## src/rtl/video_rx.sv

```systemverilog
// video_rx: DE/sync video receiver producing pixel coordinates and frame lock; define VIDEO_RX_CHECK_EN for line/frame timing checks
module video_rx #(
  parameter int HDISP = 800,
  parameter int VDISP = 480
) (
  input  logic                      pixel_clk,
  input  logic                      pixel_rst,
  input  logic                      vid_hs,
  input  logic                      vid_vs,
  input  logic                      vid_blank,
  input  logic [23:0]               vid_rgb,
  output logic                      pix_valid,
  output logic [23:0]               pix_rgb,
  output logic [$clog2(HDISP)-1:0]  pix_x,
  output logic [$clog2(VDISP)-1:0]  pix_y,
  output logic                      sof,
  output logic                      eol,
  output logic                      locked,
  output logic                      err_line,
  output logic                      err_frame
);
  localparam int XW = $clog2(HDISP);
  localparam int YW = $clog2(VDISP);
  localparam int CW = $clog2(HDISP + 1);
  localparam int LW = $clog2(VDISP + 1);
  typedef enum logic [1:0] {SEARCH, ACQUIRE, LOCK} state_t;
  state_t st, nxt;
  logic hs_r, vs_r, vs_q, blank_r, blank_q;
  logic [23:0] rgb_r, rgb_d;
  logic [CW-1:0] cnt;
  logic [LW-1:0] ln, ln_inc;
  logic [XW-1:0] x_d;
  logic [YW-1:0] y_d;
  logic arm, act, vs_fall, blank_fall, line_err, frame_err, valid_d, sof_d, eol_d;
  assign act = st != SEARCH;
  assign vs_fall = vs_q && !vs_r;
  assign blank_fall = blank_q && !blank_r;
  assign ln_inc = ln == LW'(VDISP) ? ln : ln + 1'b1;
`ifdef VIDEO_RX_CHECK_EN
  logic bad, good;
  assign line_err = act && ((blank_fall && cnt != CW'(HDISP)) || (!hs_r && blank_r));
  // a line closing in the same cycle as the VS edge is counted before the frame is judged
  assign frame_err = act && vs_fall && ((blank_fall ? ln_inc : ln) != LW'(VDISP));
  always_ff @(posedge pixel_clk)
    if (pixel_rst) begin
      bad <= 1'b0;
      good <= 1'b0;
    end else begin
      bad <= act && !vs_fall && (bad || line_err);
      good <= (st == ACQUIRE && nxt == ACQUIRE) ? (vs_fall ? !(bad || line_err || frame_err) : good) : 1'b0;
    end
  always_comb
    nxt = st == SEARCH ? (vs_fall ? ACQUIRE : SEARCH) :
          (line_err || frame_err) ? ACQUIRE :
          (st == ACQUIRE && vs_fall && !bad && good) ? LOCK : st;
`else
  logic unused_hs;
  assign unused_hs = hs_r;
  assign line_err = 1'b0;
  assign frame_err = 1'b0;
  always_comb nxt = (st == SEARCH && vs_fall) ? LOCK : st;
`endif
  always_ff @(posedge pixel_clk)
    if (pixel_rst) st <= SEARCH;
    else st <= nxt;
  always_comb begin
    valid_d = act && blank_r;
    rgb_d = !act ? '0 : blank_r ? rgb_r : pix_rgb;
    x_d = !act ? '0 : blank_r ? XW'(cnt) : pix_x;
    y_d = !act ? '0 : blank_r ? YW'(ln) : pix_y;
    sof_d = valid_d && arm && cnt == '0 && ln == '0;
    eol_d = valid_d && cnt == CW'(HDISP - 1);
  end
  // sync copies reset high so no spurious falling edge is seen from reset
  always_ff @(posedge pixel_clk)
    if (pixel_rst) begin
      hs_r <= 1'b1;
      vs_r <= 1'b1;
      vs_q <= 1'b1;
      blank_r <= 1'b0;
      blank_q <= 1'b0;
      rgb_r <= '0;
      cnt <= '0;
      ln <= '0;
      arm <= 1'b0;
      pix_valid <= 1'b0;
      pix_rgb <= '0;
      pix_x <= '0;
      pix_y <= '0;
      sof <= 1'b0;
      eol <= 1'b0;
      locked <= 1'b0;
      err_line <= 1'b0;
      err_frame <= 1'b0;
    end else begin
      hs_r <= vid_hs;
      vs_r <= vid_vs;
      vs_q <= vs_r;
      blank_r <= vid_blank;
      blank_q <= blank_r;
      rgb_r <= vid_rgb;
      cnt <= blank_fall ? '0 : (blank_r && cnt != CW'(HDISP)) ? cnt + 1'b1 : cnt;
      ln <= vs_fall ? '0 : blank_fall ? ln_inc : ln;
      arm <= vs_fall ? 1'b1 : blank_r ? 1'b0 : arm;
      pix_valid <= valid_d;
      pix_rgb <= rgb_d;
      pix_x <= x_d;
      pix_y <= y_d;
      sof <= sof_d;
      eol <= eol_d;
      locked <= nxt == LOCK;
      err_line <= line_err;
      err_frame <= frame_err;
    end
endmodule

```

## config.mk

```make
export PLATFORM = sky130hd
export DESIGN_NAME = video_rx
export DESIGN_NICKNAME = d
export VERILOG_FILES = /design/src/rtl/video_rx.sv
export SDC_FILE = /design/constraint.sdc
export NUM_CORES = 1
export LEC_CHECK = 0
export CORE_UTILIZATION = 50
export DETAILED_ROUTE_END_ITERATION = 6
export HOLD_SLACK_MARGIN = 0.12
export PLACE_DENSITY = 0.79
export SLEW_MARGIN = 20
export SYNTH_ARGS = -nofsm -noshare
export SYNTH_HDL_FRONTEND = slang
export SYNTH_SLANG_ARGS = --single-unit
```

## constraint.sdc

```tcl
create_clock -name pixel_clk -period 1.7 [get_ports pixel_clk]
set_input_delay 0.34 -clock pixel_clk [delete_from_list [all_inputs] [get_ports pixel_clk]]
set_output_delay 0.34 -clock pixel_clk [all_outputs]
set_load 0.01 [all_outputs]
```

==> results by stage, run 1 <==
Status:
- The run finished with clean final reports.

Power and ir drop:
- The leakage power is about 0.0016 µW.
- Across the VDD grid, the largest voltage drop is about 0.67 mV.
- The power density over the cells is 892 nW/µm².
- The total power consumption of the routed design is about 4100 µW.

Timing:
- The final period demand of the worst path is ~1.6 ns.
- The count of pins over their slew limit is 0.
- Setup repair after global routing left no endpoint under its margin.
- Headroom to the max-slew limit came out at 64.7%.
- The worst clock skew is roughly 0.0057 ns.
- The number of hold-slack violations in the final timing report was 0.
- Setup violations remaining at the end of the flow were counted as 0.
- The total negative setup slack is 0 ns.
- The worst hold margin is 0.442 ns.
- The transition time at the pin with the least slew margin is roughly 0.53 ns.
- The final worst-path setup slack is 0.0840 ns.
- The maximum clock frequency is just over 600 MHz.
- The part of the cycle the worst path needs is about 95%.

Placed design:
- At the end of routability-driven placement, the weighted congestion stood at 0.806.
- The wire-length estimate of the detail-placed layout is between 4000 and 5000 µm.
- The count of port buffers added during placement is 74.
- Prior to clock tree synthesis, the placed netlist has a worst setup slack of 0.0172 ns.
- The post-placement cell area is 4390 µm².

Synth:
- The area share of the leading cell type in the synthesized netlist is 54.6%.
- In the synthesized netlist the async set-or-reset flop fraction comes to 0%.
- The sequential cell area fraction in the yosys report is between 50% and 60%.
- The netlist uses 36 different library cells.
- Yosys mapped a number of flops with a built-in enable equal to 0.
- The mean cell area of the mapped netlist is 10.3 µm².
- The post-synthesis instance area is 3550 µm².
- For this run, the leading register cell type out of synthesis is sky130_fd_sc_hd__dfxtp_1.
- The Yosys step of the flow raised 0 warnings.
- The number of instances in the synthesized netlist is between 300 and 400.
- The synthesized flop and latch total is 97.
- The synthesized design spends more area on one cell type than any other, namely sky130_fd_sc_hd__dfxtp_1.
- By area the synthesized netlist is led by sky130_fd_sc_hd__dfxtp_1 55%, sky130_fd_sc_hd__mux2i_1 14%, sky130_fd_sc_hd__nor2_1 5.1%, sky130_fd_sc_hd__nor2b_1 4.8%, sky130_fd_sc_hd__nand3_1 2.3%.

Clocking:
- The root buffer cell chosen for the clock tree is sky130_fd_sc_hd__clkbuf_8.
- The total CTS buffers is 9.
- The number of setup buffers added after CTS is 0.
- Clock-pin slew was measured on the worst setup and hold paths at 0.09 ns.
- The clock tree from TritonCTS is built.
- The latest clock arrival within the worst-skew pair is 0.35 ns.
- The maximum level of the CTS H-tree is 3.
- The number of clock sinks seen by CTS is just under 100.
- The post-cts hold buffer count is 0.
- The number of buffers on the longest clock path is 2.
- Post-CTS repair changed the size of 0 cells.

Finish:
- Relative to the synthesized area, the layout overhead comes to 29.4%.
- The number of filler cells placed in the layout is 560.
- The final antenna diode count is 0.
- After routing the design area is between 4000 and 5000 µm².
- The most common library cell in the layout ignoring fill and taps is sky130_fd_sc_hd__dfxtp_1.
- In the layout the commonest cells are 96 x sky130_fd_sc_hd__dfxtp_1, 74 x sky130_fd_sc_hd__clkdlybuf4s50_1, 51 x sky130_fd_sc_hd__mux2i_1, 48 x sky130_fd_sc_hd__nor2_1, 27 x sky130_fd_sc_hd__nor2b_1.
- The proportion of layout cells with a drive suffix above 1 is slightly below 8%.
- The net count of the finished layout is 455.

Global route:
- Entering global routing, the biggest net connects 34 pins.
- The number of antenna violations at the first check in global routing was 0.
- In the global route stage, overall resource usage came out at between 10% and 20%.
- The total overflow left after global routing is 0.
- The wire length of the first global-routing pass is ~11,000 µm.
- The via count of the first global-routing pass came to 2,494.

Critical path:
- The number of buffers and inverters on the critical path is 1.
- STA puts the critical path data required time at 1.36 ns.
- The capturing element type of the critical path is an output port.
- The kind of cell with the highest combined delay along the critical path is buffers and inverters.
- The total stage count of the critical path is 1.
- The setup path with the least slack is of type reg2out.
- The worst register-to-register path begins at cnt[0].
- The most critical setup path has its endpoint at pix_rgb[12].
- Measured in cells, the most critical reg-to-reg path has a length of 4.
- The capture instance of the worst register-to-register path is cnt[8].
- STA puts the critical path data arrival time at 1.28 ns.
- The kind of start point of the critical path is a flop.
- The master of the slowest instance on the critical path is sky130_fd_sc_hd__clkdlybuf4s50_1.
- The maximum fanout along the worst path is 2.
- The launch point of the worst path is pix_rgb[12].
- The setup check on the worst reg-to-reg path leaves a slack of 0.18 ns.
- The critical path goes through clkdlybuf4s50_1.
- On the worst path, the slowest cell contributes a delay of approximately 0.55 ns.

Drt:
- The total DRC errors in the routed layout is 0.
- The via total after detailed routing is roughly 2,600.
- The number of vias per cell after detailed routing is between 5 and 6.
- The first TritonRoute pass finished after 4 iterations.
- The detailed-route wire length is 6740 µm.
- The detail route stage leaves a number of antenna-violating nets equal to 0.
- The initial detailed-routing violation count is approximately 130.
- The average wire per cell in the routed design is 12.9 µm.

Die:
- Row generation in the floorplan step produced 30 rows.
- The standard cell core area is 6830 µm².
- The floorplan step defined a die boundary enclosing roughly 7500 µm².
- The floorplan die width is 86.3 µm.
- The floorplan step set the die height to roughly 86 µm.
- For this configuration, the core starts out at a cell density of roughly 52%.
- between 70 and 80 I/O pins were placed.

Worst hold path:
- The class of the tightest hold or removal check is reg2reg.
- Counting instances, the worst hold path has a depth of 1.

Run:
- Across the run, the number of max-cap violations was 0.
## worst min-delay path by stage
stage               from    to  slack, ns
floorplan           vs_r  vs_q       0.41
global placement    vs_r  vs_q       0.42
detailed placement  vs_r  vs_q       0.42
CTS                 vs_r  vs_q       0.45
global route        vs_r  vs_q       0.47
finish              vs_r  vs_q       0.44
## synth_stat cells, types with 5 or more instances
library cell	number
sky130_fd_sc_hd__dfxtp_1	97
sky130_fd_sc_hd__mux2i_1	51
sky130_fd_sc_hd__nor2_1	48
sky130_fd_sc_hd__nor2b_1	27
sky130_fd_sc_hd__nand3_1	16
sky130_fd_sc_hd__nand2_1	12
sky130_fd_sc_hd__a21oi_1	10
sky130_fd_sc_hd__clkbuf_1	9
sky130_fd_sc_hd__inv_1	8
sky130_fd_sc_hd__or3_1	7
sky130_fd_sc_hd__buf_2	5
sky130_fd_sc_hd__nand3b_1	5
sky130_fd_sc_hd__nand4_1	5
## final cells by class
cell class	instances	area, µm²	area share [%]
Tap cell	96	120	2.61
Timing Repair Buffer	83	808	17.6
Sequential cell	97	1940	42.2
Clock inverter	5	63.8	1.39
Clock buffer	10	138	2.99
Multi-Input combinational cell	222	1490	32.5
Inverter	9	33.8	0.734
## flip-flops by register name, summed over array words and instances (netlist names)
signal,cells
arm,1
blank_q,1
blank_r,1
cnt,10
eol,1
ln,9
locked,1
pix_rgb,24
pix_valid,1
pix_x,10
pix_y,9
rgb_r,24
sof,1
st,2
vs_q,1
vs_r,1
## through the flow
step	util, %	instances
floorplan	-	347
global placement	64.3	507
detailed placement	64.3	507
CTS	67.2	522
global route	67.3	522
finish	67.3	522
## routing by layer
layer / GRT usage (%) / share of wire (%)
met5: 0 / 0
met4: 9.85 / 1.7
met3: 5.90 / 7.0
met2: 31.2 / 46
met1: 24.2 / 45
## kinds of logic after synthesis
kind of cell | Yosys count | share of synthesized area [%]
AND/OR/NAND/NOR | 140 | 21.1
AO/OA/AOI/OAI | 23 | 3.91
other | 1 | 0.105
buffers and inverters | 28 | 3.98
flip-flops | 97 | 54.6
multiplexers | 51 | 14.4
adder cells (fa/ha/maj) | 4 | 1.41
XOR/XNOR | 2 | 0.493
## power breakdown
| group | switching, µW | total, µW | leakage [µW] | internal [µW] |
|---|---|---|---|---|
| Combinational | 122 | 265 | 0.000716 | 144 |
| Sequential | 21.0 | 2340 | 0.000790 | 2320 |
| Clock | 777 | 1500 | 0.0000989 | 723 |
No activity file was read; power rests on OpenSTA's default activity.
==> run 2: changes to the inputs <==
--- a/config.mk
+++ b/config.mk
@@ -5,10 +5,12 @@
 export SDC_FILE = /design/constraint.sdc
 export NUM_CORES = 1
 export LEC_CHECK = 0
-export CORE_UTILIZATION = 50
+export CORE_UTILIZATION = 60
 export DETAILED_ROUTE_END_ITERATION = 6
+export DONT_BUFFER_PORTS = 1
 export HOLD_SLACK_MARGIN = 0.12
-export PLACE_DENSITY = 0.79
+export PLACE_DENSITY = 0.76
+export SKIP_LAST_GASP = 1
 export SLEW_MARGIN = 20
 export SYNTH_ARGS = -nofsm -noshare
 export SYNTH_HDL_FRONTEND = slang
==> run 2 against run 1 <==
Cell count decreased by 14%. Critical endpoint is now cnt[6]. Sequential share of layout area grew 5.7 points. Count of clock-buffer cells in the layout did not move. Core utilization increased by 5.0 points. Critical path depth grew 3. Via count shrank 5.9%. First-iteration DRC count grew 34%. Clock power fell by 11%. Wire length shrank 3.3%. Register-to-register slack hardly changed. Final area down 12%.
==> results by stage, run 2 (synthesis gave the netlist of run 1 again) <==
Timing:
- The total setup violations reported at the end of the flow was 0 (unchanged).
- The worst clock skew is 0.0103 ns (was 0.00568 ns).
- The count of pins over their slew limit is 0 (unchanged).
- The maximum clock frequency is 660 MHz (was 619 MHz).
- Setup repair after global routing missed its margin: no (unchanged).
- The total negative setup slack is 0 ns (unchanged).
- The number of hold-slack violations in the final timing report is 0 (unchanged).
- The part of the cycle the worst path needs is 89.1% (was 95.1%).
- The final period demand of the worst path came to 1.51 ns (was 1.62 ns).

Power and ir drop:
- The proportion of total power due to net switching is 23.8% (was 22.4%).
- The proportion of power drawn by flip-flops and latches is 59.7% (was 57.0%).
- The switching power of the nets is 936 µW (was 920 µW).
- The power density over the cells was 968 nW/µm² (was 892 nW/µm²).
- The worst vdd rail ir drop is 0.720 mV (was 0.670 mV).
- The part of the power in combinational logic came to 6.1% (was 6.5%).
- The leakage power came to 0.00143 µW (was 0.00161 µW).
- The clock network power share was 34.3% (was 36.5%).
- The internal power component is 2990 µW (was 3180 µW).
- The total power consumption of the routed design is 3930 µW (was 4100 µW).

Critical path:
- The maximum fanout along the worst path is 6 (was 2).
- The capturing element type of the critical path is a flop (was output port).
- The kind of critical path is reg2reg (was reg2out).
- The data arrival time of the critical path is 1.80 ns (was 1.28 ns).
- The master of the slowest instance on the critical path is sky130_fd_sc_hd__dfxtp_1 (was sky130_fd_sc_hd__clkdlybuf4s50_1).
- The maximum single-stage delay on the critical path was 0.43 ns (was 0.55 ns).
- The number of cell instances on the worst register-to-register path was 4 (unchanged).
- The data required time at the worst endpoint is 1.98 ns (was 1.36 ns).
- Critical Path, Cell by Cell: ha_1 > nand4_1 > or3_1 > a21oi_1 (was clkdlybuf4s50_1).
- The kind of start point of the critical path was a flop (unchanged).

Clocking:
- The number of buffers on the longest clock path was 2 (unchanged).
- The total CTS buffers came to 9 (unchanged).
- The maximum level of the CTS H-tree is 3 (unchanged).
- The latest clock arrival within the worst-skew pair is 0.35 ns (about the same).
- The number of clock sinks seen by CTS is 97 (unchanged).
- The setup fix buffers added after clock tree synthesis is 0 (unchanged).
- The clock tree from TritonCTS is built (unchanged).
- The clock input transition at the sequential cells of the worst setup and hold paths is 0.09 ns (about the same).
- The CTS root buffer is sky130_fd_sc_hd__clkbuf_8 (unchanged).

Worst hold path:
- The class of the tightest hold or removal check is in2reg (was reg2reg).
- The hold-critical path depth is 1 (unchanged).

Placed design:
- The final estimated routing congestion in global placement came to 0.787 (was 0.806).
- The count of port buffers added during placement is 0 (was 74).
- The post-placement cell area came to 3620 µm² (was 4390 µm²).
- The estimated wirelength of the detail-placed design was 4080 µm (was 4600 µm).

Finish:
- The most common library cell in the layout ignoring fill and taps is sky130_fd_sc_hd__dfxtp_1 (unchanged).
- Biggest regs: pix_rgb (24), rgb_r (24) (unchanged).
- Commonest non-fill, non-tap cells in the layout: 96 x sky130_fd_sc_hd__dfxtp_1, 51 x sky130_fd_sc_hd__mux2i_1, 48 x sky130_fd_sc_hd__nor2_1, 27 x sky130_fd_sc_hd__nor2b_1, 23 x sky130_fd_sc_hd__dlygate4sd3_1 (was 96 x sky130_fd_sc_hd__dfxtp_1, 74 x sky130_fd_sc_hd__clkdlybuf4s50_1, 51 x sky130_fd_sc_hd__mux2i_1, 48 x sky130_fd_sc_hd__nor2_1, 27 x sky130_fd_sc_hd__nor2b_1).
- The area added between synthesis and finish is 14.1% (was 29.4%).
- The final layout net count is 405 (was 455).
- The proportion of layout cells with a drive suffix above 1 came to 9.02% (was 7.75%).
- The summed area of non-filler cells in the final layout is 4060 µm² (was 4600 µm²).
- The final antenna diode count is 0 (unchanged).

Drt:
- The average wire per cell in the routed design is 14.5 µm (was 12.9 µm).
- The initial detailed-routing violation count was 171 (was 128).
- The number of vias per cell after detailed routing is 5.53 (was 5.05).
- The via total after detailed routing is 2,482 (was 2,637).
- The count of antenna-violating nets left after detailed routing is 0 (unchanged).
- The total DRC errors in the routed layout is 0 (unchanged).
- The detailed-routing iteration count for the pre-antenna-repair pass came to 4 (unchanged).
- The detailed-route wire length is 6520 µm (was 6740 µm).

Die:
- The number of top-level design ports came to 78 (unchanged).
- The standard-cell row count came to 27 (was 30).
- The floorplan die width is 79.0 µm (was 86.3 µm).
- The starting utilization of the core area came to 63.4% (was 52.0%).
- The full die area was 6240 µm² (was 7450 µm²).
- The y dimension of the die is 79.0 µm (was 86.3 µm).
- The standard cell core area is 5610 µm² (was 6830 µm²).

Global route:
- The number of antenna violations at the first check in global routing is 0 (unchanged).
- The wire length of the first global-routing pass is 10,800 µm (was 11,300 µm).
- The via count of the first global-routing pass came to 2,323 (was 2,494).
- The total grt overflow was 0 (unchanged).
- The maximum number of pins on one net before global-route repair came to 33 (was 34).
- The global-route usage over all layers is 22.5% (was 19.6%).

Status:
- Result of the run: finished, final reports clean (unchanged).

Run:
- The count of max-cap constraint violations is 0 (unchanged).
-- run 2: power by group through the flow --
stage	Sequential (µW)	Clock (µW)	Combinational (µW)
after CTS	2340	1380	235
final	2340	1340	238
after floorplan	2390	0	159
after global placement	2400	0	176
after detailed placement	2400	0	179
after global routing	2350	1470	262
-- run 2: timing repair --
item / CTS / global route
endpoints found under the hold margin: 32 / 0
setup endpoints to repair: 0 / 2
resized for setup: 0 / 1
hold buffers: 24 / 0
-- run 2: area by class of cell --
cell class	instances	area (µm²)
flip-flops and latches	97	1940
multi-input cells	222	1490
fillers	408	1550
inverters	9	33.8
clock buffers	10	128
repair buffers	33	318
well taps	72	90.1
clock inverters	6	50.0
-- run 2: routing by layer --
metal  wire (µm)  part of all wire, %  track usage (%)  vias up
met5           0                    0                0        -
met4          78                  1.2             11.3        0
met3         479                  7.3             5.86       10
met2        3140                   48             37.9       84
met1        2820                   43             26.4     1156
li1            -                    -                -     1232
-- run 2: worst paths after layout --
| path | startpoint | end | slack (ns) |
|---|---|---|---|
| hold reg to reg | vs_r | vs_q | 0.46 |
| setup reg to reg | cnt[1] | cnt[6] | 0.19 |
| setup / recovery | cnt[1] | cnt[6] | 0.19 |
| hold / removal | vid_rgb[1] | rgb_r[1] | 0.13 |
-- run 2: stage by stage --
stage | hold WS, ns | instances | utilization [%] | worst slack, ns
5_1_grt | 0.126 | 449 | 72.3 | 0.0537
4_1_cts | 0.125 | 449 | 72.2 | 0.117
3_5_place_dp | 0.415 | 409 | 64.6 | 0.149
3_3_place_gp | 0.415 | 409 | 64.6 | 0.175
6_report | 0.132 | 449 | 72.3 | 0.186
2_1_floorplan | 0.408 | 347 | - | 0.344
-- run 2: critical path: cells and delay by family, from the launching register on --
| family | cells | cell delay (ns) |
|---|---|---|
| and+or+nand+nor | 2 | 0.64 |
| DFF | 1 | 0.43 |
| adders and majority gates | 1 | 0.23 |
| AOI/OAI and AO/OA | 1 | 0.14 |
==> run 3: changes to the inputs <==
--- a/config.mk
+++ b/config.mk
@@ -5,11 +5,11 @@
 export SDC_FILE = /design/constraint.sdc
 export NUM_CORES = 1
 export LEC_CHECK = 0
-export CORE_UTILIZATION = 60
+export CORE_UTILIZATION = 62
 export DETAILED_ROUTE_END_ITERATION = 6
 export DONT_BUFFER_PORTS = 1
 export HOLD_SLACK_MARGIN = 0.12
-export PLACE_DENSITY = 0.76
+export PLACE_DENSITY = 0.78
 export SKIP_LAST_GASP = 1
 export SLEW_MARGIN = 20
 export SYNTH_ARGS = -nofsm -noshare
==> run 3 against run 2 <==
Sequential share of layout area down 0.41 points. Count of clock-buffer cells in the layout shrank 1. Wire length increased by 4.8%. Final area increased by 0.86%. Non-clock buffer count shrank 2. Cell count down 0.89%. Maximum frequency shrank 0.46%. Total power increased by 9.5%. Register-to-register slack about the same. Global-route usage rose by 0.92 points. Core utilization is 2.0 points higher. Largest cell class unchanged. Highest routed layer unchanged.
==> results by stage, run 3 (synthesis gave the netlist of run 1 again) <==
Timing:
- The part of the cycle the worst path needs is 89.5% (was 89.1%).
- The final worst-path setup slack is 0.179 ns (was 0.186 ns).
- The count of pins over their slew limit was 0 (unchanged).
- The total setup violations reported at the end of the flow was 0 (unchanged).
- The total negative setup slack was 0 ns (unchanged).
- The number of hold-slack violations in the final timing report was 0 (unchanged).
- The final period demand of the worst path is 1.52 ns (was 1.51 ns).
- Setup repair after global routing missed its margin: no (unchanged).
- Headroom to the max-slew limit came out at between 60% and 70%.
- The transition time at the pin with the least slew margin is between 0.5 and 0.6 ns.
- The maximum clock frequency is 657 MHz (was 660 MHz).
- The worst clock skew is 0.0101 ns (was 0.0103 ns).

Global route:
- The wire length of the first global-routing pass came to 11,100 µm (was 10,800 µm).
- The maximum number of pins on one net before global-route repair is 33 (unchanged).
- The via count of the first global-routing pass is 2,460 (was 2,323).
- The global-route usage over all layers came to 23.4% (was 22.5%).
- The number of antenna violations at the first check in global routing is 0 (unchanged).
- The total grt overflow came to 0 (unchanged).

Clocking:
- The number of clock sinks seen by CTS is 97 (unchanged).
- The total CTS buffers was 9 (unchanged).
- The clock input transition at the sequential cells of the worst setup and hold paths is 0.09 ns (about the same).
- The number of buffers on the longest clock path is 2 (unchanged).
- The clock tree from TritonCTS is built (unchanged).
- The latest clock arrival within the worst-skew pair is 0.36 ns (was 0.35 ns).
- The CTS root buffer is sky130_fd_sc_hd__clkbuf_8 (unchanged).
- The maximum level of the CTS H-tree was 3 (unchanged).
- The setup fix buffers added after clock tree synthesis is 0 (unchanged).

Drt:
- The count of antenna-violating nets left after detailed routing is 0 (unchanged).
- The average wire per cell in the routed design is 15.4 µm (was 14.5 µm).
- The initial detailed-routing violation count is 208 (was 171).
- The total DRC errors in the routed layout is 0 (unchanged).
- The number of vias per cell after detailed routing is 5.62 (was 5.53).
- The detailed-routing iteration count for the pre-antenna-repair pass is 4 (unchanged).
- The via total after detailed routing is 2,501 (was 2,482).
- The detailed-route wire length was 6830 µm (was 6520 µm).

Finish:
- Commonest non-fill, non-tap cells in the layout: 96 x sky130_fd_sc_hd__dfxtp_1, 51 x sky130_fd_sc_hd__mux2i_1, 48 x sky130_fd_sc_hd__nor2_1, 27 x sky130_fd_sc_hd__nor2b_1, 22 x sky130_fd_sc_hd__dlygate4sd3_1 (was 96 x sky130_fd_sc_hd__dfxtp_1, 51 x sky130_fd_sc_hd__mux2i_1, 48 x sky130_fd_sc_hd__nor2_1, 27 x sky130_fd_sc_hd__nor2b_1, 23 x sky130_fd_sc_hd__dlygate4sd3_1).
- The most common library cell in the layout ignoring fill and taps is sky130_fd_sc_hd__dfxtp_1 (unchanged).
- The final layout net count is 403 (was 405).
- The number of filler cells placed in the layout is 373 (was 408).
- The summed area of non-filler cells in the final layout came to 4090 µm² (was 4060 µm²).
- The proportion of layout cells with a drive suffix above 1 is 8.58% (was 9.02%).
- Biggest regs: pix_rgb (24), rgb_r (24) (unchanged).
- The final antenna diode count is 0 (unchanged).
- The area added between synthesis and finish was 15.1% (was 14.1%).

Critical path:
- The master of the slowest instance on the critical path was sky130_fd_sc_hd__dfxtp_1 (unchanged).
- The number of buffers and inverters on the critical path is 0 (unchanged).
- The capturing element of the worst setup path is cnt[8] (was cnt[6]).
- The number of cell instances on the worst register-to-register path is 4 (unchanged).
- The register-to-register setup slack came to 0.18 ns (was 0.19 ns).
- The dominant delay contributor by cell family on the critical path is simple AND/OR/NAND/NOR gates (unchanged).
- The maximum fanout along the worst path is 6 (unchanged).
- The data required time at the worst endpoint came to 1.98 ns (about the same).
- The kind of critical path was reg2reg (unchanged).
- The maximum single-stage delay on the critical path is 0.42 ns (was 0.43 ns).
- The launch point of the worst path is cnt[0] (was cnt[1]).
- Critical Path, Cell by Cell: ha_1 > nand4_1 > or3_1 > a21oi_1 (unchanged).
- The kind of start point of the critical path was a flop (unchanged).
- The source of the worst register-to-register timing path is cnt[0] (was cnt[1]).
- The total stage count of the critical path came to 4 (unchanged).
- The capture instance of the worst register-to-register path is cnt[8] (was cnt[6]).
- The capturing element type of the critical path is a flop (unchanged).
- The data arrival time of the critical path is 1.80 ns (about the same).

Power and ir drop:
- The leakage power is 0.00145 µW (was 0.00143 µW).
- The worst vdd rail ir drop came to 0.865 mV (was 0.720 mV).
- The power density over the cells is 1050 nW/µm² (was 968 nW/µm²).

Placed design:
- The final estimated routing congestion in global placement is 0.849 (was 0.787).
- The count of port buffers added during placement came to 0 (unchanged).
- The pre-CTS worst setup slack came to 0.115 ns (was 0.149 ns).
- The post-placement cell area came to 3610 µm² (was 3620 µm²).
- The estimated wirelength of the detail-placed design is 4070 µm (was 4080 µm).

Die:
- The standard-cell row count is 27 (unchanged).
- The starting utilization of the core area is 64.6% (was 63.4%).
- The y dimension of the die is 77.7 µm (was 79.0 µm).
- The number of top-level design ports is 78 (unchanged).
- The standard cell core area is 5510 µm² (was 5610 µm²).
- The floorplan die width is 77.7 µm (was 79.0 µm).
- The full die area is 6040 µm² (was 6240 µm²).

Worst hold path:
- The class of the tightest hold or removal check is in2reg (unchanged).
- The hold-critical path depth was 1 (unchanged).

Status:
- Result of the run: finished, final reports clean (unchanged).

Run:
- The count of max-cap constraint violations is 0 (unchanged).
-- run 3: cell count changes in the layout (fill, tap and decap cells not counted), sizes merged --
cell and delta:
buf -1, bufinv +3, clkbuf -1, clkinvlp -1, dlygate4sd3 -1, inv -3
-- run 3: per-stage QoR --
step	hold slack, ns	total power [µW]	cells	utilization (%)
after floorplan	0.408	2550	347	-
after global placement	0.414	2570	408	65.6
after detailed placement	0.416	2570	408	65.6
after CTS	0.120	4320	445	74.2
after global routing	0.121	4440	445	74.3
final	0.116	4300	445	74.3
-- run 3: worst min path at each step --
stage	start	to	slack, ns
after floorplan	vs_r	vs_q	0.41
after global placement	pixel_rst	blank_q	0.41
after detailed placement	pixel_rst	blank_q	0.42
after CTS	vid_rgb[12]	rgb_r[12]	0.12
after global routing	vid_rgb[12]	rgb_r[12]	0.12
final	vid_rgb[12]	rgb_r[12]	0.12
-- run 3: layer usage --
| metal | up-vias | GRT usage [%] | routed length [µm] |
|---|---|---|---|
| met4 | 0 | 11.3 | 79 |
| met1 | 1195 | 27.7 | 2980 |
| met2 | 82 | 39.1 | 3310 |
| met3 | 9 | 6.47 | 465 |
| met5 | - | 0 | 0 |
| li1 | 1215 | - | - |
-- run 3: worst register-to-register path, delay by kind of cell, from the launching register on --
kind | cells | cell delay, ns
adders and majority gates | 1 | 0.24
AOI/OAI and AO/OA | 1 | 0.15
DFF | 1 | 0.42
and+or+nand+nor | 2 | 0.65
-- run 3: final cells by class --
| type | instances | area [µm²] | area share (%) |
|---|---|---|---|
| flip-flops and latches | 97 | 1940 | 47.5 |
| multi-input cells | 222 | 1490 | 36.5 |
| repair buffers | 31 | 300 | 7.34 |
| clock buffers | 9 | 124 | 3.03 |
| clock inverters | 5 | 106 | 2.60 |
| well taps | 72 | 90.1 | 2.20 |
| inverters | 9 | 33.8 | 0.826 |
-- run 3: power by group --
group	total, µW	leakage (µW)	internal [µW]	switching (µW)
combinational	232	0.000546	119	114
clock	1720	0.000111	963	758
sequential	2350	0.000790	2320	29.2
total	4300	0.00145	3400	901
-- run 3: repair_timing --
| action | CTS | global route |
|---|---|---|
| resized for setup | 0 | 1 |
| hold endpoints to repair | 32 | 0 |
| hold buffers | 23 | 0 |
| endpoints found under the setup margin | 0 | 2 |
